--- config.mk ---
export PLATFORM = sky130hd
export DESIGN_NAME = param_deserializer_flat
export DESIGN_NICKNAME = d
export VERILOG_FILES = /design/src/rtl/param_deserializer_pkg.sv /design/src/rtl/param_deserializer_if.sv /design/src/rtl/param_deserializer_bit_counter.sv /design/src/rtl/param_deserializer.sv /design/src/flat_wrapper.sv
export SDC_FILE = /design/constraint.sdc
export NUM_CORES = 1
export LEC_CHECK = 0
export CORE_MARGIN = 2
export CORE_UTILIZATION = 30
export DETAILED_ROUTE_END_ITERATION = 12
export PLACE_DENSITY = 0.48
export SYNTH_ARGS = -nofsm -noshare
export SYNTH_HDL_FRONTEND = slang
export SYNTH_SLANG_ARGS = --single-unit
export TNS_END_PERCENT = 5
--- constraint.sdc ---
create_clock -name clock -period 3.6 [get_ports clock]
set_input_delay 0.54 -clock clock [delete_from_list [all_inputs] [get_ports clock]]
set_output_delay 0.54 -clock clock [all_outputs]
set_load 0.005 [all_outputs]
--- src/rtl/param_deserializer_pkg.sv ---
// Shared UART definitions used by the Rx deserializer and the Tx serializer.
//   DEFAULT_MAX_WIDTH : default widest word in bits
//   bit_order_e       : serial bit order (LSB_FIRST is the UART default)
//   clamp_length      : maps a requested word length onto the legal range
package param_deserializer_pkg;

    localparam int DEFAULT_MAX_WIDTH = 9;

    typedef enum logic {
        LSB_FIRST = 1'b0,
        MSB_FIRST = 1'b1
    } bit_order_e;

    // A length of 0, or anything wider than the datapath, selects the full width.
    function automatic int unsigned clamp_length(input int unsigned len,
                                                 input int unsigned max_len);
        if ((len == 0) || (len > max_len)) begin
            return max_len;
        end
        return len;
    endfunction

endpackage

--- src/rtl/param_deserializer_if.sv ---
// Bus between the Rx FSM/sampler (master) and the deserializer (slave).
//   enable, clear, data_in      : shift strobe, word abort, serial bit
//   data_length, msb_first      : word length and bit order for the next word
//   data_out, data_valid, parity: completed word, one-cycle strobe, XOR of word
//   busy, bit_count             : progress through the current word
interface param_deserializer_if
    import param_deserializer_pkg::*;
#(
    parameter int MAX_WIDTH = DEFAULT_MAX_WIDTH,
    parameter int CNT_WIDTH = $clog2(MAX_WIDTH + 1)
);

    logic                 enable;
    logic                 clear;
    logic                 data_in;
    logic [CNT_WIDTH-1:0] data_length;
    logic                 msb_first;
    logic [MAX_WIDTH-1:0] data_out;
    logic                 data_valid;
    logic                 parity;
    logic                 busy;
    logic [CNT_WIDTH-1:0] bit_count;

    modport master (
        output enable, clear, data_in, data_length, msb_first,
        input  data_out, data_valid, parity, busy, bit_count
    );

    modport slave (
        input  enable, clear, data_in, data_length, msb_first,
        output data_out, data_valid, parity, busy, bit_count
    );

endinterface

--- src/rtl/param_deserializer_bit_counter.sv ---
// Bit counter for the deserializer: counts captured bits, latches word length
// and bit order at the start of each word, and flags word completion.
//   clock, reset      : rising-edge clock, synchronous active-low reset
//   enable, clear     : shift strobe, word abort
//   data_length       : requested length (clamped when latched)
//   msb_first         : requested order (latched with the length)
//   bit_count, busy   : registered progress
//   word_len          : length in force for this cycle's enable
//   word_order        : order in force for this cycle's enable
//   word_done         : this enable captures the last bit of the word
//
// state   | meaning
// EMPTY   | bit_count == 0, next enable or clear latches length/order
// FILLING | 0 < bit_count < latched length, length/order frozen
module deser_bit_counter
    import param_deserializer_pkg::*;
#(
    parameter int MAX_WIDTH = DEFAULT_MAX_WIDTH,
    parameter int CNT_WIDTH = $clog2(MAX_WIDTH + 1)
) (
    input  logic                 clock,
    input  logic                 reset,
    input  logic                 enable,
    input  logic                 clear,
    input  logic [CNT_WIDTH-1:0] data_length,
    input  logic                 msb_first,
    output logic [CNT_WIDTH-1:0] bit_count,
    output logic                 busy,
    output logic [CNT_WIDTH-1:0] word_len,
    output bit_order_e           word_order,
    output logic                 word_done
);

    logic [CNT_WIDTH-1:0] bit_count_q, bit_count_d;
    logic [CNT_WIDTH-1:0] len_q, len_d;
    bit_order_e           order_q, order_d;
    logic                 busy_q, busy_d;
    logic                 latch_now;
    logic [CNT_WIDTH-1:0] count_base;
    logic [CNT_WIDTH-1:0] count_inc;

    always_comb begin
        len_d       = len_q;
        order_d     = order_q;
        bit_count_d = bit_count_q;

        // Clear starts a new word from any state, so it latches too.
        latch_now = clear | (enable & (bit_count_q == '0));
        if (latch_now) begin
            len_d   = CNT_WIDTH'(clamp_length(32'(data_length), unsigned'(MAX_WIDTH)));
            order_d = bit_order_e'(msb_first);
        end

        // With clear and enable together the incoming bit is bit 1 of a fresh word.
        count_base = clear ? '0 : bit_count_q;
        count_inc  = count_base + CNT_WIDTH'(1);
        word_done  = enable & (count_inc == len_d);

        if (enable) begin
            bit_count_d = word_done ? '0 : count_inc;
        end else if (clear) begin
            bit_count_d = '0;
        end

        busy_d = (bit_count_d != '0);
    end

    always_ff @(posedge clock) begin
        if (!reset) begin
            bit_count_q <= '0;
            len_q       <= CNT_WIDTH'(MAX_WIDTH);
            order_q     <= LSB_FIRST;
            busy_q      <= 1'b0;
        end else begin
            bit_count_q <= bit_count_d;
            len_q       <= len_d;
            order_q     <= order_d;
            busy_q      <= busy_d;
        end
    end

    assign bit_count  = bit_count_q;
    assign busy       = busy_q;
    assign word_len   = len_d;
    assign word_order = order_d;

endmodule

--- src/rtl/param_deserializer.sv ---
// Parametrised serial-to-parallel converter for the UART receive path.
// Shifts one bit per enable, emits a right-justified word with a one-cycle
// valid pulse and its parity once the latched word length has been captured.
//   clock : rising-edge system clock
//   reset : synchronous active-low reset
//   des   : slave side of param_deserializer_if (MAX_WIDTH/CNT_WIDTH must
//           match the interface instance)
module param_deserializer
    import param_deserializer_pkg::*;
#(
    parameter int MAX_WIDTH = DEFAULT_MAX_WIDTH,
    parameter int CNT_WIDTH = $clog2(MAX_WIDTH + 1)
) (
    input  logic                  clock,
    input  logic                  reset,
    param_deserializer_if.slave   des
);

    logic [MAX_WIDTH-1:0] shift_reg_q, shift_reg_d;
    logic [MAX_WIDTH-1:0] shift_base;
    logic [MAX_WIDTH-1:0] data_out_q, data_out_d;
    logic [MAX_WIDTH-1:0] aligned;
    logic [MAX_WIDTH-1:0] len_mask;
    logic [CNT_WIDTH-1:0] pad;
    logic                 parity_q, parity_d;
    logic                 data_valid_q, data_valid_d;

    logic [CNT_WIDTH-1:0] bit_count;
    logic                 busy;
    logic [CNT_WIDTH-1:0] word_len;
    bit_order_e           word_order;
    logic                 word_done;

    deser_bit_counter #(
        .MAX_WIDTH (MAX_WIDTH),
        .CNT_WIDTH (CNT_WIDTH)
    ) u_bit_counter (
        .clock       (clock),
        .reset       (reset),
        .enable      (des.enable),
        .clear       (des.clear),
        .data_length (des.data_length),
        .msb_first   (des.msb_first),
        .bit_count   (bit_count),
        .busy        (busy),
        .word_len    (word_len),
        .word_order  (word_order),
        .word_done   (word_done)
    );

    always_comb begin
        shift_reg_d  = shift_reg_q;
        data_out_d   = data_out_q;
        parity_d     = parity_q;
        data_valid_d = word_done;

        shift_base = des.clear ? '0 : shift_reg_q;
        if (des.enable) begin
            if (word_order == MSB_FIRST) begin
                shift_reg_d = {shift_base[MAX_WIDTH-2:0], des.data_in};
            end else begin
                shift_reg_d = {des.data_in, shift_base[MAX_WIDTH-1:1]};
            end
        end else if (des.clear) begin
            shift_reg_d = '0;
        end

        // LSB-first words collect at the top of the register, MSB-first at the
        // bottom; stale bits from earlier words are dropped by shift or mask.
        pad      = CNT_WIDTH'(MAX_WIDTH) - word_len;
        len_mask = {MAX_WIDTH{1'b1}} >> pad;
        if (word_order == MSB_FIRST) begin
            aligned = shift_reg_d & len_mask;
        end else begin
            aligned = shift_reg_d >> pad;
        end

        if (word_done) begin
            data_out_d = aligned;
            parity_d   = ^aligned;
        end
    end

    always_ff @(posedge clock) begin
        if (!reset) begin
            shift_reg_q  <= '0;
            data_out_q   <= '0;
            parity_q     <= 1'b0;
            data_valid_q <= 1'b0;
        end else begin
            shift_reg_q  <= shift_reg_d;
            data_out_q   <= data_out_d;
            parity_q     <= parity_d;
            data_valid_q <= data_valid_d;
        end
    end

    assign des.data_out   = data_out_q;
    assign des.data_valid = data_valid_q;
    assign des.parity     = parity_q;
    assign des.busy       = busy;
    assign des.bit_count  = bit_count;

endmodule

--- src/flat_wrapper.sv ---
// flat-port wrapper written by rule: the top's interface ports become plain ports
module param_deserializer_flat import param_deserializer_pkg::*;
#(
    parameter int MAX_WIDTH = DEFAULT_MAX_WIDTH,
    parameter int CNT_WIDTH = $clog2(MAX_WIDTH + 1)
)
  (clock, reset, des_enable, des_clear, des_data_in, des_data_length, des_msb_first, des_data_out, des_data_valid, des_parity, des_busy, des_bit_count);
  param_deserializer_if #(.MAX_WIDTH(MAX_WIDTH), .CNT_WIDTH(CNT_WIDTH)) des_i ();
  input  logic clock;
  input  logic reset;
  input wire logic [$bits(des_i.enable)-1:0] des_enable;
  input wire logic [$bits(des_i.clear)-1:0] des_clear;
  input wire logic [$bits(des_i.data_in)-1:0] des_data_in;
  input wire logic [$bits(des_i.data_length)-1:0] des_data_length;
  input wire logic [$bits(des_i.msb_first)-1:0] des_msb_first;
  output wire logic [$bits(des_i.data_out)-1:0] des_data_out;
  output wire logic [$bits(des_i.data_valid)-1:0] des_data_valid;
  output wire logic [$bits(des_i.parity)-1:0] des_parity;
  output wire logic [$bits(des_i.busy)-1:0] des_busy;
  output wire logic [$bits(des_i.bit_count)-1:0] des_bit_count;
  assign des_i.enable = des_enable;
  assign des_i.clear = des_clear;
  assign des_i.data_in = des_data_in;
  assign des_i.data_length = des_data_length;
  assign des_i.msb_first = des_msb_first;
  assign des_data_out = des_i.data_out;
  assign des_data_valid = des_i.data_valid;
  assign des_parity = des_i.parity;
  assign des_busy = des_i.busy;
  assign des_bit_count = des_i.bit_count;
  param_deserializer #(.MAX_WIDTH(MAX_WIDTH), .CNT_WIDTH(CNT_WIDTH)) u_core (.clock(clock), .reset(reset), .des(des_i));
endmodule
==> flow_metrics.tcl <==
set metrics [dict create \
    postRouteAntennaNets 0 \
    ys_dominant_reg_cell "dfxtp_1" \
    port_buffers 25 \
    power.combinational.fraction 0.433 \
    share_seq_of_total_power 0.325 \
    vdd.ir_drop.worst_mv 0.157 \
    worstHoldPathType "register to register" \
    slew_headroom 0.306 \
    num_rows 32 \
    p_sw_w 0.000363 \
    post-route-min-period_ns 3.46 \
    crit_path_max_incr_delay_ns 0.48 \
    insertion_delay_ns 0.29 \
    pwr-share-clk 0.242 \
    cp_data_required_time_ns 3.81 \
    max_freq_ghz 0.289 \
    netlist-cell-type-count 71 \
    arrival_ns 3.68 \
    synth.cell_area_mm2 0.00232 \
    fin_worst_hold_slack_ns 0.472 \
    floorplan.initialDensity 0.305 \
    fin_cells 467 \
    tritoncts "yes" \
    clock_pin_slew_worst_setup_and_hold_paths_ns 0.07 \
    layout_worst_path_cycle_share 0.961 \
    max_cap_violations 0 \
    die_y_um 91.9 \
    area_delta_synth_final_pct 48.4 \
    grt_util_all_layers 0.178 \
    final_max_tran_viols 0 \
    power.switching_fraction 0.332 \
    globalplace.congestion 0.929 \
    tightest_slew_ns 1.04 \
    clk_root_buffer_cell "clkbuf_8" \
    pwr_density_cell_mw_per_mm2 318 \
    crit_path_start_kind "primary input" \
    avgSynthCellArea_um2 8.68 \
    floorplan.io_pins 26 \
    layout_commonest_cell "buf_4" \
    grt_antenna_before_repair 0 \
    setup_viol 0 \
    cts-root-to-sink-buffers 2 \
    crit_path_cell_trace "clkdlybuf4s50_1 -> nor2b_4 -> a21oi_2 -> buf_4 -> a21oi_1 -> buf_4 -> ha_4 -> xor2_2 -> and2_4 -> or3b_4 -> xnor2_4 -> xnor2_2 -> xnor2_2 -> xnor3_1 -> o22ai_1" \
    clock_sinks 30 \
    fin_nets 379 \
    post_drt_wl_per_cell_um 15.3 \
    timing_worst_setup_path_type "primary input to register" \
    sum_of_routed_wire_length_over_all_layers_mm 7.17 \
    timing.final.hold_violations 0 \
    grt_first_pass_wirelength_mm 11.9 \
    place.detailed.hpwl_mm 5.45 \
    post_synth_inst_count 267 \
    first_global_vias 2347 \
    drc 0 \
    async_s_r_ff_share_synth 0 \
    yosys_warnings 0 \
    synth.net_count 281 \
    insertedDiodeCount 0 \
    grt_max_degree 31 \
    seq_area_frac_synth 0.259 \
    postSynthRegisterBits 30 \
    layout.cells.most_common_list "buf_4 (81), dfxtp_1 (30), clkdlybuf4s50_1 (25), nand2_1 (21), nor2_1 (17)" \
    timing.critical_path.slowest_stage_cell "clkdlybuf4s50_1" \
    cts_made_buffers 5 \
    initialDrtViolationCount 108 \
    drive_gt1_frac 0.356 \
    p_int_w 0.000730 \
    outcome "complete, no violations" \
    chipWidth_um 91.9 \
    ctsHtreeMaxLevel 2 \
    detail_route.vias_per_cell 4.96 \
    worst_clock_skew_ns 0.00764 \
    power.leakage_nw 1.41 \
    worst-path-max-fanout 4 \
    setup.worst_path.end_class "register" \
    finalSetupTns_ns 0 \
    synth-edff-count 0 \
    design.die.area_mm2 0.00844 \
    gr-total-overflow 0 \
    place_inst 456 \
    num_vias 2317 \
    postCtsHoldBufs 0 \
    core_mm2 0.00761 \
    detail_route.first_pass.iterations 5 \
]
-- cells by family after synthesis --
kind of cell    share of synthesized area
compound gates                      0.254
xor+xnor                           0.0724
fa+ha+maj                          0.0313
buf+inv                            0.0518
flops                               0.259
mux                                0.0756
simple gates                        0.256
-- power by group through the flow --
stage                     Sequential [W]  Combinational (W)  Clock (W)
after floorplan                 0.000362           0.000259          0
after global placement          0.000362           0.000441          0
after detailed placement        0.000362           0.000441          0
after CTS                       0.000355           0.000444   0.000279
after global routing            0.000356           0.000513   0.000286
final                           0.000355           0.000473   0.000265
-- registers in the layout, indices dropped and copies added (netlist names) --
register and flops:
u_core.des.data_out 9, u_core.des.data_valid 1, u_core.des.parity 1, u_core.shift_reg_q 9, u_core.u_bit_counter.bit_count 4, u_core.u_bit_counter.busy 1
u_core.u_bit_counter.len_q 4, u_core.u_bit_counter.order_q 1
-- worst paths after layout --
| path | startpoint | cells after the start | slack, ns | end |
|---|---|---|---|---|
| setup / recovery | des_enable | 15 | 0.14 | u_core.des.parity |
| hold / removal | u_core.des.data_out[5] | 2 | 0.47 | u_core.des.data_out[5] |
| setup reg to reg | u_core.u_bit_counter.bit_count[1] | 13 | 0.34 | u_core.des.parity |
| hold reg to reg | u_core.des.data_out[5] | 2 | 0.47 | u_core.des.data_out[5] |
-- cells in the mapped netlist, types with 4 or more instances --
cell       n  area [µm²]
a21oi_2    4        35.0
nor2b_1   13        81.3
nand2_1   21        78.8
and2_1    16         100
dfxtp_1   30         601
xnor2_1    9        78.8
a211oi_1   6        45.0
mux2i_1    9        90.1
inv_1      8        30.0
ha_1       4        50.1
o21bai_1   6        45.0
nor2_1    17        63.8
nor3_1     7        35.0
a21oi_1   13        65.1
clkbuf_1   9        33.8
nand2b_1   5        31.3
nand3_1    8        40.0
-- routing by layer --
metal	vias up	track usage	wire length [µm]	part of all wire
met2	42	0.303	3470	0.48
li1	1159	-	-	-
met5	-	0	0	0
met1	1108	0.235	3360	0.47
met4	0	0.0435	74	0.010
met3	8	0.0271	258	0.036
-- cell type report --
cell class,instances,area (µm²)
multi-input combinational,212,1740
clock buffer,5,68.8
fill,793,4170
sequential,30,601
timing repair buffer,106,858
inverter,10,37.5
tap,102,128
clock inverter,2,10.0
-- metrics by stage --
step / worst slack [ns] / cell area [µm²] / util / total power [W]
2_1_floorplan: 0.0278 / 2360 / - / 0.000621
5_1_grt: -0.0259 / 3440 / 0.452 / 0.00116
6_report: 0.139 / 3440 / 0.452 / 0.00109
4_1_cts: 0.0188 / 3300 / 0.434 / 0.00108
3_3_place_gp: -0.186 / 3220 / 0.424 / 0.000803
3_5_place_dp: -0.249 / 3220 / 0.424 / 0.000803
-- critical path: cells and delay by family --
kind | cells | cell delay [ns]
AO/OA/AOI/OAI | 3 | 0.37
AND/OR/NAND/NOR | 3 | 0.76
buffers and inverters | 3 | 0.81
adder cells (fa/ha/maj) | 1 | 0.19
XOR/XNOR | 5 | 1.00
-- what timing repair did --
action | 4_1_cts | 5_1_grt
resized for setup | 0 | 16
endpoints found under the setup margin | 0 | 1
hold endpoints to repair | 0 | 0
setup buffers | 0 | 4
(Power assumes the default switching activity.)
